**config.mk**
```make
export PLATFORM = sky130hd
export DESIGN_NAME = serial_adder_ctrl
export DESIGN_NICKNAME = d
export VERILOG_FILES = /design/src/rtl/serial_adder_ctrl.sv
export SDC_FILE = /design/constraint.sdc
export NUM_CORES = 1
export LEC_CHECK = 0
export ABC_AREA = 1
export CORE_MARGIN = 1
export CORE_UTILIZATION = 35
export DETAILED_ROUTE_END_ITERATION = 12
export GPL_TIMING_DRIVEN = 0
export PLACE_DENSITY_LB_ADDON = 0.3
export SLEW_MARGIN = 20
export SYNTH_ARGS = -nofsm -noshare
export SYNTH_HDL_FRONTEND = slang
export SYNTH_SLANG_ARGS = --single-unit
export TNS_END_PERCENT = 50
```
**constraint.sdc**
```tcl
create_clock -name clk -period 2.8 [get_ports clk]
set_input_delay 0.56 -clock clk [delete_from_list [all_inputs] [get_ports clk]]
set_output_delay 0.56 -clock clk [all_outputs]
set_load 0.03 [all_outputs]
```
**src/rtl/serial_adder_ctrl.sv**
```systemverilog
// serial_adder_ctrl: bit-serial adder controller driving one external full-adder cell.
// Ports:
//   clk, rst          clock, asynchronous active-high reset
//   start, A, B, cin  request; operands and carry-in captured when accepted in IDLE
//   fa_x, fa_y, fa_z  to full adder: current A bit, current B bit, stored carry (0 outside RUN)
//   fa_s, fa_c        from full adder: sum and carry of the presented bits
//   busy, done        high during RUN; one-cycle pulse when the result lands
//   SUM, COUT         last completed result, held until the next addition completes
module serial_adder_ctrl #(
   parameter int WIDTH = 8
) (
   input  logic             clk,
   input  logic             rst,
   input  logic             start,
   input  logic [WIDTH-1:0] A,
   input  logic [WIDTH-1:0] B,
   input  logic             cin,
   output logic             fa_x,
   output logic             fa_y,
   output logic             fa_z,
   input  logic             fa_s,
   input  logic             fa_c,
   output logic             busy,
   output logic             done,
   output logic [WIDTH-1:0] SUM,
   output logic             COUT
);
   localparam int CW = WIDTH > 1 ? $clog2(WIDTH) : 1;
   typedef enum logic [1:0] {IDLE, RUN, DONE} state_t;
   state_t           state_q;
   logic [WIDTH-1:0] a_q, b_q, s_q, sum_q, s_d;
   logic [CW-1:0]    cnt_q;
   logic             carry_q, cout_q, busy_q, done_q, last_d;
   // Returned sum bit enters at the MSB so the LSB-first stream lands in order;
   // written as shifts so WIDTH=1 needs no empty slice.
   assign s_d    = (s_q >> 1) | (WIDTH'(fa_s) << (WIDTH - 1));
   assign last_d = cnt_q == CW'(WIDTH - 1);
   assign fa_x   = busy_q & a_q[0];
   assign fa_y   = busy_q & b_q[0];
   assign fa_z   = busy_q & carry_q;
   assign busy   = busy_q;
   assign done   = done_q;
   assign SUM    = sum_q;
   assign COUT   = cout_q;
   always_ff @(posedge clk or posedge rst) begin
      if (rst) begin
         state_q <= IDLE;
         a_q     <= '0;
         b_q     <= '0;
         s_q     <= '0;
         sum_q   <= '0;
         cnt_q   <= '0;
         carry_q <= 1'b0;
         cout_q  <= 1'b0;
         busy_q  <= 1'b0;
         done_q  <= 1'b0;
      end else begin
         case (state_q)
            IDLE: begin
               done_q <= 1'b0;
               if (start) begin
                  a_q     <= A;
                  b_q     <= B;
                  carry_q <= cin;
                  cnt_q   <= '0;
                  s_q     <= '0;
                  busy_q  <= 1'b1;
                  state_q <= RUN;
               end
            end
            RUN: begin
               s_q     <= s_d;
               carry_q <= fa_c;
               a_q     <= a_q >> 1;
               b_q     <= b_q >> 1;
               // Holding at the last count keeps a 1-bit counter at 0 when WIDTH=1.
               cnt_q   <= last_d ? cnt_q : cnt_q + 1'b1;
               if (last_d) begin
                  sum_q   <= s_d;
                  cout_q  <= fa_c;
                  busy_q  <= 1'b0;
                  done_q  <= 1'b1;
                  state_q <= DONE;
               end
            end
            DONE: begin
               done_q  <= 1'b0;
               state_q <= IDLE;
            end
            default: begin
               busy_q  <= 1'b0;
               done_q  <= 1'b0;
               state_q <= IDLE;
            end
         endcase
      end
   end
endmodule

```
After elaboration in Yosys (flattened, before gate mapping)

Cells that the tools add are included.
Widths: inputs -> output; s select.

Output and inout bits: 14
Word-level logic and storage cells: 48
Input port bits: 22
Register bits: 41

Mux-type cells: 19
Add/subtract/negate cells: 1
Reductions and logical operators: 7
Bitwise logic cells: 5
Equal/unequal tests: 6

Operators by type and width:

| operator            | number |
|---|---|
| $pmux 8 s2          | 3 |
| $mux 8              | 3 |
| $or 7x8->8          | 1 |
| $mux 3              | 2 |
| $ne 2x2->1 const B  | 3 |
| $pmux 3 s2          | 1 |
| $reduce_and 2->1    | 3 |
| $reduce_and 3->1    | 2 |
| $mux 1              | 5 |
| $mux 2              | 2 |
| $pmux 2 s2          | 1 |
| $add 3x1->3 const B | 1 |
| $and 1x1->1         | 3 |
| $eq 3x3->1 const B  | 1 |
| $pmux 1 s3          | 1 |
| $eq 2x1->1 const B  | 1 |
| $eq 2x2->1 const B  | 1 |
| $logic_not 2->1     | 1 |
| $pmux 1 s2          | 1 |
| $reduce_bool 2->1   | 1 |
| $not 1->1           | 1 |

Depth between registers and ports, before layout

Depth in word-level cells: 3
Depth in mapped cells: 7
Depth with buffers taken out: 7

Least setup slack after synthesis

No wires, ideal clock.

Path type: register to output
Start: register busy_q, in the netlist busy
End: output fa_y
Setup slack: 1417 ps
Buffers on the path: 0
Cell stages (with the launch flop): 3
Arrival time: 823 ps
Cells stage by stage: dfrtp_1 > nand2_1 > inv_1

Cells in the longest elaborated chain, start to end: 1

Ends and longest elaborated chain:

| element                  | RTL line | text |
|---|---|---|
| start: declaration       | 33       | `logic carry_q, cout_q, busy_q, done_q, last_d;` |
| start signal: assignment | 55       | `busy_q <= 1'b0;` |
| start signal: assignment | 67       | `busy_q <= 1'b1;` |
| start signal: assignment | 81       | `busy_q <= 1'b0;` |
| $and 1x1->1              | 39       | `assign fa_y = busy_q & b_q[0];` |
| end: declaration         | 19       | `output logic fa_y,` |

No other way between the ends.

Worst setup path after layout

Start: register busy_q, in the netlist busy
End: output fa_z

Cells in the longest elaborated chain, start to end: 1

Ends and longest elaborated chain:

| element          | RTL line | text |
|---|---|---|
| $and 1x1->1      | 40       | `assign fa_z = busy_q & carry_q;` |
| end: declaration | 20       | `output logic fa_z,` |

No other way between the ends.

==> out/metrics.yaml <==
layout:
  finalNetCount: 306
  fillCellCount: 550
  antenna_cells: 0
  syn_to_final_growth_pct: 28.4
  drive_above_1_share: 0.0745
  layout.core_utilization: 0.472
pwr:
  cellPowerDensity_nw_per_um2: 1080
  worst_ir_drop_vdd_uv: 425
  leakagePower_nw: 1.28
critical_path:
  cp_top_family: "buffers and inverters"
  critPathArrivalTime_ns: 1.52
  timing.critical_path.slowest_cell_delay_ns: 0.67
  cp-end-kind: "primary output"
  setup.worst_path.start_class: "flip-flop"
  timing.critical_path.required_ns: 2.24
  critPathMaxFanout: 5
  cp_cell_sequence: "nand2_1 > inv_1 > clkdlybuf4s50_1"
  critical_path_cell_count: 3
  worstSetupPathType: "reg -> out"
  cp_num_buf_inv: 2
  timing.reg2reg.worst_path_depth: 6
  crit_slowest_cell: "sky130_fd_sc_hd__clkdlybuf4s50_1"
sta:
  setup_viol: 0
  skew_ns: 0.00307
  worst_pin_slew_ns: 0.464
  setup_total_negative_slack_ns: 0
  timing.slew.headroom: 0.691
  rsz_0062_raised_after_global_routing: "no"
  timing_limited_maximum_frequency_mhz: 481
  slew_viol_final: 0
  fin_crit_sh: 0.742
  layout_min_cycle_time_ns: 2.08
  final-hold-violation-count: 0
logic_synthesis:
  xor_and_xnor_fraction_of_the_mapped_netlist_area: 0
  postSynthCellCount: 239
  cell_types_with_the_largest_area_share_after_synthesis: "sky130_fd_sc_hd__dfrtp_1 53%, sky130_fd_sc_hd__nand3_1 13%, sky130_fd_sc_hd__nand2_1 12%, sky130_fd_sc_hd__inv_1 9.3%, sky130_fd_sc_hd__o21ai_0 2.4%"
  synth-adder-area-share: 0.0133
  postSynthAreaPerCell_um2: 7.90
  synth.top_cells.by_count: "61 x sky130_fd_sc_hd__nand2_1, 50 x sky130_fd_sc_hd__nand3_1, 47 x sky130_fd_sc_hd__inv_1, 40 x sky130_fd_sc_hd__dfrtp_1, 9 x sky130_fd_sc_hd__o21ai_0"
  number_of_enable_type_register_cells_in_the_synthesized_netlist: 0
  synth_top_area_frac: 0.530
  post_synthesis_async_set_or_reset_flop_share: 1.00
  yosys-mux-area-fraction: 0
  main_combinational_cell_family_by_area_after_synthesis: "simple AND/OR/NAND/NOR gates"
  netlist-cell-type-count: 15
  synth.most_common_cell: "sky130_fd_sc_hd__nand2_1"
  fraction_of_the_mapped_netlist_area_in_simple_logic_gates: 0.286
  synth_compound_gate_area_share: 0.0451
  synth-main-ff-cell: "sky130_fd_sc_hd__dfrtp_1"
  synth_top_area_cell: "sky130_fd_sc_hd__dfrtp_1"
  synth-seq-cells: 40
  register_area_share_after_synthesis: 0.530
  mappedNetlistArea_um2: 1890
  ys.warnings.count: 0
  synth.net_count: 263
clock_tree:
  clkLatencyLatePin_ns: 0.28
  cts_resized: 0
  htree_levels: 2
  cts.hold.buffers_added: 0
  postCtsSetupBuffers: 0
  root_buffer: "sky130_fd_sc_hd__clkbuf_8"
  cts_tree: "done"
  clockBufferDepth: 2
  clock-sinks: 40
  post_cts_clock_slew_at_the_launch_and_capture_registers_of_the_worst_setup_and_hold_paths_ns: 0.07
  cts_buffers: 5
floorplanning:
  initial_core_util: 0.367
  number_of_rows_in_the_core_area: 26
  io-pin-count: 36
  die_h_um: 75.4
  core_region_area_um2: 5140
  die_w_um: 75.4
  dieArea_um2: 5690
global_route:
  grt_max_degree: 32
  first_pass_grt_wire_length_mm: 7.07
  gr-total-overflow: 0
  via_count_of_the_first_global_routing_pass: 1556
  antenna_found_initial: 0
  groute.usage.overall: 0.167
routing:
  via_count: 1583
  drt_first_pass_iters: 4
  antenna_left: 0
  avgViaCountPerCell: 4.50
  drc: 0
  drtIter0Drc: 145
  post_drt_wl_per_cell_um: 11.3
  totalWireLength_mm: 3.98
placed_design:
  place_hpwl_mm: 2.80
  port_buffers: 35
  gp_congestion: 0.719
flow_run:
  drv.max_cap_violation_count: 0
worst_hold_path:
  hold-path-cell-count: 2
  hold_class: "reg -> reg"
run_status:
  outcome: "finished clean"
==> metal layers <==
metal  vias up  GRT usage  wire length [um]
li1        826          -                 -
met1       727      0.220              1860
met2        28      0.271              1950
met3         2     0.0397               131
met4         0     0.0617                40
met5         -          0                 0
==> cell families (layout without fill, tap and decap cells) <==
logic type	count (synthesis)	in the layout
adder cells (fa/ha/maj)	2	2
buffers and inverters	59	102
AO/OA/AOI/OAI	17	17
AND/OR/NAND/NOR	121	121
flip-flops	40	40
==> path summary, 6_finish.rpt <==
check	slack [ns]	to	startpoint
max	0.72	fa_z	busy$_DFFE_PP0P_
min	0.48	s_q[4]$_DFFE_PP0P_	s_q[5]$_DFFE_PP0P_
max reg2reg	1.34	cnt_q[2]$_DFFE_PP0P_	cnt_q[0]$_DFFE_PP0P_
min reg2reg	0.48	s_q[4]$_DFFE_PP0P_	s_q[5]$_DFFE_PP0P_
max in group asynchronous	1.85	b_q[5]$_DFFE_PP0P_	rst
min in group asynchronous	0.52	busy$_DFFE_PP0P_	rst
==> stage by stage <==
step                      setup WS, ns  hold slack (ns)  power [W]  instance area (um^2)  cells
final                            0.722            0.485    0.00261                  2420    352
after global routing             0.620            0.519    0.00287                  2420    352
after CTS                        0.688            0.488    0.00265                  2420    352
after detailed placement         0.968            0.466    0.00228                  2350    345
after global placement           0.404            0.464    0.00225                  2330    344
after floorplan                   1.32            0.453    0.00187                  1890    239
==> report_power, final <==
group | switching [W] | internal (W) | leakage (nW)
Combinational | 0.000764 | 0.000499 | 0.740
Clock | 0.000185 | 0.000169 | 0.0410
Sequential | 0.000146 | 0.000852 | 0.497
Total | 0.00109 | 0.00152 | 1.28
==> final cells by class <==
cell class | count | area [um^2] | area share
buffer | 11 | 57.6 | 0.0237
clock buffer | 6 | 72.6 | 0.0299
clock inverter | 1 | 5.00 | 0.00207
inverter | 48 | 180 | 0.0743
multi-input combinational | 140 | 649 | 0.268
sequential | 40 | 1000 | 0.413
tap | 70 | 87.6 | 0.0361
timing repair buffer | 36 | 370 | 0.153
==> worst min-delay path: cells and delay by family (launching register included) <==
family             cells  cell delay (ns)
AOI/OAI and AO/OA      1             0.06
DFF                    1             0.34
and+or+nand+nor        1             0.05
==> cells in the final DEF (no fill, tap or decap) <==
master	Yosys	routed
sky130_fd_sc_hd__nor2_4	1	1
sky130_fd_sc_hd__ha_1	2	2
sky130_fd_sc_hd__dfrtp_1	40	40
sky130_fd_sc_hd__clkbuf_8	0	5
sky130_fd_sc_hd__o21ai_0	9	9
sky130_fd_sc_hd__o21ai_1	8	8
sky130_fd_sc_hd__nand2_1	61	61
sky130_fd_sc_hd__inv_1	47	46
sky130_fd_sc_hd__buf_12	0	1
sky130_fd_sc_hd__clkbuf_1	3	4
sky130_fd_sc_hd__clkdlybuf4s50_1	0	35
sky130_fd_sc_hd__clkinv_2	0	1
sky130_fd_sc_hd__nand4_1	3	3
sky130_fd_sc_hd__buf_2	7	7
sky130_fd_sc_hd__nand2_2	3	3
sky130_fd_sc_hd__buf_6	1	1
sky130_fd_sc_hd__inv_2	1	2
sky130_fd_sc_hd__nor2_1	3	3
sky130_fd_sc_hd__nand3_1	50	50
==> flip-flops by register name, summed over array words and instances (netlist names) <==
signal   cells
SUM          8
a_q          8
b_q          8
s_q          7
cnt_q        3
state_q      2
COUT         1
busy         1
carry_q      1
done         1
Note: power is estimated with default switching activity, not from simulation.
